## config.mk

```make
export PLATFORM = sky130hd
export DESIGN_NAME = l2_vec_sender
export DESIGN_NICKNAME = d
export VERILOG_FILES = /design/src/rtl/l2_vec_sender.sv
export SDC_FILE = /design/constraint.sdc
export NUM_CORES = 1
export LEC_CHECK = 0
export ABC_CLOCK_PERIOD_IN_PS = 2350
export CAP_MARGIN = 10
export CORE_MARGIN = 2
export CORE_UTILIZATION = 50
export DETAILED_ROUTE_END_ITERATION = 7
export PLACE_DENSITY_LB_ADDON = 0.08
export SLEW_MARGIN = 20
export SYNTH_ARGS = -nofsm -noshare
export SYNTH_HDL_FRONTEND = slang
export SYNTH_SLANG_ARGS = --single-unit
```

## constraint.sdc

```tcl
create_clock -name clk -period 2.35 [get_ports clk]
set_input_delay 0.3525 -clock clk [delete_from_list [all_inputs] [get_ports clk]]
set_output_delay 0.3525 -clock clk [all_outputs]
set_load 0.05 [all_outputs]
```

## src/rtl/l2_vec_sender.sv

```systemverilog
// Vector source and result collector for the L2-norm streaming datapath.
// Optional feature macro: L2_BUBBLE_EN (LFSR-driven bubble cycles while sending).
module l2_vec_sender #(
  parameter int DEPTH   = 16,
  parameter int TIMEOUT = 8
) (
  input  logic       clk,
  input  logic       reset,
  input  logic       wr_en,
  input  logic [7:0] wr_data,
  output logic       full,
  input  logic       start,
  output logic       busy,
  output logic [7:0] a,
  output logic       valid_out,
  input  logic [9:0] g,
  input  logic       valid_in,
  output logic [9:0] result,
  output logic       done,
  output logic       err
);

  localparam int AW = $clog2(DEPTH);
  localparam int CW = AW + 1;
  localparam int TW = $clog2(TIMEOUT + 1);

  typedef enum logic [1:0] {
    S_IDLE,
    S_SEND,
    S_DRAIN
  } state_t;

  state_t          r_state,  w_state;
  logic [CW-1:0]   r_count,  w_count;
  logic [AW-1:0]   r_wr_ptr, w_wr_ptr;
  logic [AW-1:0]   r_rd_ptr, w_rd_ptr;
  logic [CW-1:0]   r_sent,   w_sent;
  logic [CW-1:0]   r_rcvd,   w_rcvd;
  logic [TW-1:0]   r_timer,  w_timer;
  logic            r_full,   w_full;
  logic            r_busy,   w_busy;
  logic [7:0]      r_a,      w_a;
  logic            r_valid_out, w_valid_out;
  logic [9:0]      r_result, w_result;
  logic            r_done,   w_done;
  logic            r_err,    w_err;
  logic            w_wr_ok;
  logic            w_bubble;
  logic [7:0]      w_rd_data;
  logic [7:0]      r_buf [DEPTH];

`ifdef L2_BUBBLE_EN
  logic [7:0] r_lfsr;

  // Fibonacci LFSR, taps 8,6,5,4; the low bit decides whether a SEND cycle idles.
  always_ff @(posedge clk) begin
    if (reset) r_lfsr <= 8'hA5;
    else       r_lfsr <= {r_lfsr[6:0], r_lfsr[7] ^ r_lfsr[5] ^ r_lfsr[4] ^ r_lfsr[3]};
  end

  assign w_bubble = r_lfsr[0];
`else
  assign w_bubble = 1'b0;
`endif

  assign w_rd_data = r_buf[r_rd_ptr];

  // NOTE: every signal gets its default before the case so no path leaves one
  // unassigned; otherwise synthesis would infer a latch to hold the old value.
  always_comb begin
    w_state     = r_state;
    w_count     = r_count;
    w_wr_ptr    = r_wr_ptr;
    w_rd_ptr    = r_rd_ptr;
    w_sent      = r_sent;
    w_rcvd      = r_rcvd;
    w_timer     = r_timer;
    w_a         = r_a;
    w_valid_out = 1'b0;
    w_result    = r_result;
    w_done      = 1'b0;
    w_err       = r_err;
    w_wr_ok     = 1'b0;

    case (r_state)
      S_IDLE: begin
        if (wr_en && (r_count != CW'(DEPTH))) begin
          w_wr_ok  = 1'b1;
          w_wr_ptr = r_wr_ptr + AW'(1);
          w_count  = r_count + CW'(1);
        end
        // start looks at the count including a write landing this same cycle
        if (start && (w_count != '0)) begin
          w_state  = S_SEND;
          w_rd_ptr = '0;
          w_sent   = '0;
          w_rcvd   = '0;
          w_err    = 1'b0;
        end
      end

      S_SEND: begin
        if (valid_in) begin
          w_result = g;
          w_rcvd   = r_rcvd + CW'(1);
        end
        if (!w_bubble) begin
          w_a         = w_rd_data;
          w_valid_out = 1'b1;
          w_rd_ptr    = r_rd_ptr + AW'(1);
          w_sent      = r_sent + CW'(1);
          if (w_sent == r_count) begin
            w_state = S_DRAIN;
            w_timer = TW'(TIMEOUT);
          end
        end
      end

      S_DRAIN: begin
        if (valid_in) begin
          w_result = g;
          w_rcvd   = r_rcvd + CW'(1);
          w_timer  = TW'(TIMEOUT);
        end
        if (w_rcvd == r_count) begin
          w_done   = 1'b1;
          w_count  = '0;
          w_wr_ptr = '0;
          w_state  = S_IDLE;
        end else if (!valid_in) begin
          if (r_timer <= TW'(1)) begin
            w_err   = 1'b1;
            w_count = '0;
            w_state = S_IDLE;
          end else begin
            w_timer = r_timer - TW'(1);
          end
        end
      end

      default: w_state = S_IDLE;
    endcase

    w_busy = (w_state != S_IDLE);
    w_full = (w_count == CW'(DEPTH));
  end

  // NOTE: state uses non-blocking assignments so every register samples the
  // pre-edge values; blocking here would create order-dependent simulation.
  always_ff @(posedge clk) begin
    if (reset) begin
      r_state     <= S_IDLE;
      r_count     <= '0;
      r_wr_ptr    <= '0;
      r_rd_ptr    <= '0;
      r_sent      <= '0;
      r_rcvd      <= '0;
      r_timer     <= '0;
      r_full      <= 1'b0;
      r_busy      <= 1'b0;
      r_a         <= '0;
      r_valid_out <= 1'b0;
      r_result    <= '0;
      r_done      <= 1'b0;
      r_err       <= 1'b0;
    end else begin
      r_state     <= w_state;
      r_count     <= w_count;
      r_wr_ptr    <= w_wr_ptr;
      r_rd_ptr    <= w_rd_ptr;
      r_sent      <= w_sent;
      r_rcvd      <= w_rcvd;
      r_timer     <= w_timer;
      r_full      <= w_full;
      r_busy      <= w_busy;
      r_a         <= w_a;
      r_valid_out <= w_valid_out;
      r_result    <= w_result;
      r_done      <= w_done;
      r_err       <= w_err;
    end
  end

  // NOTE: the element buffer has no reset; count and pointers make stale
  // entries unreachable, and leaving it out keeps it mappable to RAM.
  always_ff @(posedge clk) begin
    if (w_wr_ok && !reset) r_buf[r_wr_ptr] <= wr_data;
  end

  assign full      = r_full;
  assign busy      = r_busy;
  assign a         = r_a;
  assign valid_out = r_valid_out;
  assign result    = r_result;
  assign done      = r_done;
  assign err       = r_err;

endmodule

```

==> summary.md <==
| Metric | Value |
|---|---|
| Fin nets | `665` |
| Buf+Inv Stages, Crit Path | `2` |
| Antenna diodes | `0` |
| Post-Syn Nets | `585` |
| Clk slew on worst S/H paths | `0.07 ns` |
| Clock sinks | `180` |
| EDFF count, synth | `128` |
| Final core utilization | `0.616` |
| Leading area contributor after synthesis | `edfxtp_1` |
| Synth area leaders | `edfxtp_1 49%, dfxtp_1 13%, mux4_2 12%` |
| Syn avg cell area | `14.3 µm²` |
| Reg2reg setup slack | `0.11 ns` |
| Die area | `0.0167 mm²` |
| Initial antenna violation count | `0` |
| Worst path max stage delay | `0.59 ns` |
| Yosys cell types | `68` |
| Setup bufs post-CTS | `0` |
| Ys async rst share | `0` |
| RSZ-0062 raised after global routing | `no` |
| Clock power share | `0.384` |
| Worst hold path depth | `3` |
| Post-layout min period | `2.24 ns` |
| CP delay by family, top | `simple AND/OR/NAND/NOR gates` |
| Synthesis Warnings | `0` |
| Starting DRT DRC Count | `305` |
| Placed cell area | `0.00878 mm²` |
| Gr usage total | `0.208` |
| Die H | `129 µm` |
| WL/cell | `19.3 µm` |
| I/O Buffers | `45` |
| Critical path fanouts, max | `8` |
| Clock Tree Buf Depth | `2` |
| Yosys reg bits | `180` |
| Drt drc | `0` |
| Grt ovf | `0` |
| PD cells | `791 mW/mm²` |
| Latest clock arrival within the worst-skew pair | `0.43 ns` |
| Maximum clock frequency | `447 MHz` |
| Vias | `4824` |
| NetSw | `1.89 mW` |
| Required @ worst endpoint | `2.48 ns` |
| Gp weighted congestion | `0.874` |
| Die W | `129 µm` |
| Wire length of the first global-routing pass | `25800 µm` |
| Share of cells above drive strength 1 | `0.221` |
| CTS tree | `built` |
| Worst slew pin tran | `0.667 ns` |
| Relative slew margins | `0.554` |
| Comb pwr share | `0.140` |
| Critical path's slowest cell | `dfxtp_1` |
| Vias in the first global route | `4925` |
| Endpoints failing hold | `0` |
| Register area share after synthesis | `0.625` |
| Synthesized area | `0.00782 mm²` |
| Crit. End Element | `register` |
| Vias per Instance | `5.68` |
| H-tree depth | `4` |
| Hpwl dp | `11800 µm` |
| Area of the core | `0.0153 mm²` |
| Internal power | `5.54 mW` |
| VDD IR max | `0.595 mV` |
| Max-slew violation count | `0` |
| Crit path launch type | `register` |
| Share of power burned in registers | `0.477` |
| TritonCTS Buffers | `17` |
| Initial core utilization | `0.512` |
| Setup violators final | `0` |
| P_leak | `3.18 nW` |
| IO Pins | `46` |
| Share of the synthesized area in the top cell type | `0.492` |
| Path category of the worst min-delay check | `input port to register` |
| Post-Synthesis Cells | `546` |
| Drt pass-1 iters | `5` |
| Most common cell after layout, fill and taps aside | `edfxtp_1` |
| Crit path arrival time | `2.36 ns` |
| Critical path type | `register to register` |
| Sw Share | `0.254` |
| Outcome | `complete, no violations` |
| Maximum capacitance violations | `0` |
| Cell Chain, Critical Path | `nand4bb_1 > nand2_1 > nor3_4 > buf_4 > nand2_1 > nor3_1 > buf_4` |
| Area Growth Syn to Fin | `20.3%` |
| Worst Skew | `0.0105 ns` |
| Hold Worst Slack | `0.424 ns` |
| Ys flop type | `edfxtp_1` |
| Routed Antenna Nets | `0` |
| Commonest non-fill, non-tap cells in the layout | `128 x edfxtp_1, 48 x nand2_1, 48 x dfxtp_1` |
| Row count | `45` |
| Pin count of the biggest net entering global routing | `36` |
| Worst path depth | `7` |
| Reg2reg path depth | `7` |
| Final instance area | `0.00940 mm²` |
| Final period utilization | `0.951` |
| Root Driver | `clkbuf_16` |
| WL final | `16400 µm` |
layer usage:
layer	GRT usage	vias to the layer above	wire, µm
met5	0	-	0
met2	0.364	107	8470
met4	0.0723	0	293
met3	0.0467	22	606
met1	0.257	2429	7020
li1	-	2266	-
state kept, by name, indices dropped and copies added, names as in the netlist, 2 cells and up:
register / flops
r_sent: 5
r_rd_ptr: 4
r_timer: 4
result: 10
r_buf: 128
r_count: 5
a: 8
r_rcvd: 5
r_state: 2
r_wr_ptr: 4
synthesized netlist by cell type (all sizes together) (2+ instances only):
library cell  number
nor2              30
nand3b             3
a21o               3
and4               3
buf               16
inv               16
dfxtp             52
and2               2
a41oi              2
nor3              12
a31oi              8
nand2b             5
clkbuf            14
nor2b              5
edfxtp           128
o21ai             14
a211oi             7
or3                4
nand4              7
nand2             48
a32oi              2
o22ai              4
o211ai             2
o21bai             3
mux2i              8
ha                16
xnor2             10
a211o              2
xor2               9
mux4              40
nand3             13
a21oi             30
or4b               6
final cells by class:
type,count,area (µm²)
fill,1145,5860
sequential,180,4890
multi-input combinational,320,2770
timing repair buffer,91,828
clock buffer,21,450
tap,211,264
clock inverter,11,143
inverter,16,60.1
worst register-to-register path: cells and delay by family, from the launching register on:
kind                   cells  cell delay [ns]
buffers and inverters      2             0.37
AND/OR/NAND/NOR            5             0.97
flip-flops                 1             0.59
path summary, 6_finish.rpt:
kind,start,endpoint
max reg2reg,r_count[3],r_buf[0][1]
min,reset,a[5]
min reg2reg,result[6],result[6]
max,r_count[3],r_buf[0][1]
cell families (layout without fill, tap and decap cells):
logic type	after synthesis	in the layout	share of synthesized area
buffers and inverters	46	139	0.0261
and+or+nand+nor	148	148	0.0980
muxes	48	48	0.125
xor gates and xnor gates	19	19	0.0222
AOI/OAI and AO/OA	89	89	0.0778
adders and majority gates	16	16	0.0256
DFF	180	180	0.625
power by group through the flow:
stage	clock network, mW	logic [mW]	registers, mW
2_1_floorplan	0	0.553	3.70
3_3_place_gp	0	1.01	3.61
3_5_place_dp	0	1.03	3.61
4_1_cts	2.91	1.03	3.54
5_1_grt	3.03	1.12	3.55
6_report	2.85	1.04	3.54
timing repair:
action,4_1_cts,5_1_grt
endpoints found under the setup margin,16,105
resized for setup,1,9
hold buffers,0,0
metrics by stage:
step | setup WS, ns | instances | setup TNS, ns | power, mW
2_1_floorplan | -0.00512 | 546 | -0.0818 | 4.26
3_3_place_gp | -0.0473 | 818 | -0.0473 | 4.62
3_5_place_dp | -0.110 | 818 | -4.30 | 4.64
4_1_cts | 0.0456 | 850 | 0 | 7.48
5_1_grt | 0.00556 | 850 | 0 | 7.71
6_report | 0.115 | 850 | 0 | 7.43
(Power assumes the default switching activity.)
==> RTL change, RTL diff (same settings) <==
`r_a` and `r_result` no longer have a reset.
--- a/src/rtl/l2_vec_sender.sv
+++ b/src/rtl/l2_vec_sender.sv
@@ -160,5 +160,3 @@
       r_busy      <= 1'b0;
-      r_a         <= '0;
       r_valid_out <= 1'b0;
-      r_result    <= '0;
       r_done      <= 1'b0;
@@ -175,5 +173,3 @@
       r_busy      <= w_busy;
-      r_a         <= w_a;
       r_valid_out <= w_valid_out;
-      r_result    <= w_result;
       r_done      <= w_done;
@@ -181,2 +177,7 @@
     end
+  end
+
+  always_ff @(posedge clk) begin
+    r_a      <= w_a;
+    r_result <= w_result;
   end
Check against the original RTL: differs if reset is asserted again (counterexample within 4 cycles, from zero or initial values and one cycle with reset high); with reset held inactive, the same outputs for 10 cycles.
==> RTL change against the unedited design <==
Clock skew is 0.0032 ns lower; global-route usage is 1.6 points higher; fmax is 0.47% lower; final area is 1.7% higher; core utilization is 1.5 points higher; worst setup slack worse by 0.011 ns; sequential share of layout area is 0.96 points higher; area after synthesis is 1.4% lower; sequential cell count stayed put; total power is 2.3% higher; non-clock buffer count is 27 higher; routed wire length is 1.9% higher; critical endpoint is now r_rd_ptr[3].
==> RTL change: results (changes against the unedited design) <==
Outcome
  – Outcome: completed

Timing
  – Tightest Pin Transition: 0.721 ns (+0.0536 ns)
  – Setup Skew: 0.00730 ns (-0.00320 ns)

Route
  – Met1 Wirelength: 7320 um (+4.3%)
  – Vias/cell: 5.79 (+2.1%)
  – Via count: 4664 (-3.3%)
  – Wire length on met3: 704 um (+16%)
  – Met2 wire length: 8400 um (-0.93%)

Global routing
  – GRT met2 Usage: 36.6% (+0.23 points)
  – Vias in the first global route: 4811 (-2.3%)
  – Tot GR Track Use: 22.4% (+1.6 points)
  – M3 GR Usage: 4.22% (-0.45 points)
  – Antenna violations before repair: 1 (+1)
  – Met1 usage: 30.8% (+5.1 points)
  – Pin count of the biggest net entering global routing: 37 (+2.8%)

Synth
  – Mux contribution to synthesized area: 11.8% (-0.73 points)
  – Synth Area in XOR/XNOR: 2.05% (-0.18 points)
  – EDFF count, synth: 146 (+14%)
  – Compound-Gate Fraction of Synth Area: 7.65% (-0.13 points)
  – Synthesized-area fraction occupied by adder cells: 2.60% (+0.037 points)
  – Sequential area share after synthesis: 65.7% (+3.2 points)
  – Area contributors post-synth: edfxtp_1 57%, mux4_2 12%, dfxtp_1 8.8%, ha_1 2.6%, xnor2_1 1.4%
  – Synthesized Nets: 530 (-9.4%)
  – Cell variety after synth: 61 (-10%)
  – Post-Syn Instances: 491 (-10%)
  – Commonest cells post-synth: 146 x edfxtp_1, 40 x mux4_2, 34 x dfxtp_1

Critical path
  – Worst path slowest cell: or4b_2
  – Crit path DAT: 2.60 ns (+0.24 ns)
  – Slowest stage delay, CP: 0.64 ns (+0.05 ns)

Placement
  – Dpl cells: 771 (-5.7%)
  – Final HPWL DP: 11600 um (-1.5%)
  – Gpl congestion: 0.893 (+2.1%)

Finish
  – Fillers: 1114 (-2.7%)
  – Max FFs per register: 128 (unchanged)

Pwr
  – Worst vdd ir: 0.551 mV (-7.3%)

Clock tree
  – H-tree levels: 4 (unchanged)
  – Clock transition at path regs: 0.06 ns
RTL change: changes by cell type after synthesis, moves of 4 or more:
| cell | delta |
|---|---|
| o41ai_1 | +5 |
| nand2_1 | -23 |
| edfxtp_1 | +18 |
| dfxtp_1 | -18 |
| nor2_1 | -4 |
| nand3_1 | +4 |
| a21oi_1 | -16 |
| mux2i_1 | -7 |
RTL change: timing repair:
item / in CTS / in global routing
endpoints found under the setup margin: 36 / 49
pin swaps: 1 / 5
resized for setup: 5 / 14
buffers inserted: 0 / 1
RTL change: report_power, final:
group          internal (uW)  leakage, uW  switching [uW]
clock                   1820     0.000308            1160
combinational            442      0.00135             591
sequential              3540      0.00159            44.4
total                   5800      0.00325            1800
RTL change: metrics by stage:
stage	worst slack [ns]	TNS [ns]	instance area [um^2]	total power (uW)	util, %
floorplan	0.0167	0	7710	4240	-
CTS	0.00407	0	9490	7630	62.7
detailed placement	-0.187	-6.01	8840	4640	58.3
global route	-0.00343	-0.00343	9560	7850	63.1
finish	0.104	0	9560	7600	63.1
global placement	-0.112	-1.69	8840	4630	58.3
RTL change: worst paths after layout:
| kind | startpoint | to | slack [ns] | cells after the start |
|---|---|---|---|---|
| worst max-delay path | r_count[0] | r_rd_ptr[3] | 0.10 | 8 |
| worst min register to register | err | err | 0.48 | 2 |
| worst min-delay path | g[7] | result[7] | 0.48 | 1 |
| worst max register to register | r_count[0] | r_rd_ptr[3] | 0.10 | 8 |
RTL change: cell type report:
class	instances	area share, %
Sequential cell	180	53.0
Multi-Input combinational cell	266	26.4
Timing Repair Buffer	118	10.8
Clock buffer	21	4.71
Tap cell	188	2.46
Clock inverter	11	1.84
Inverter	20	0.785
Antenna cell	1	0.0262
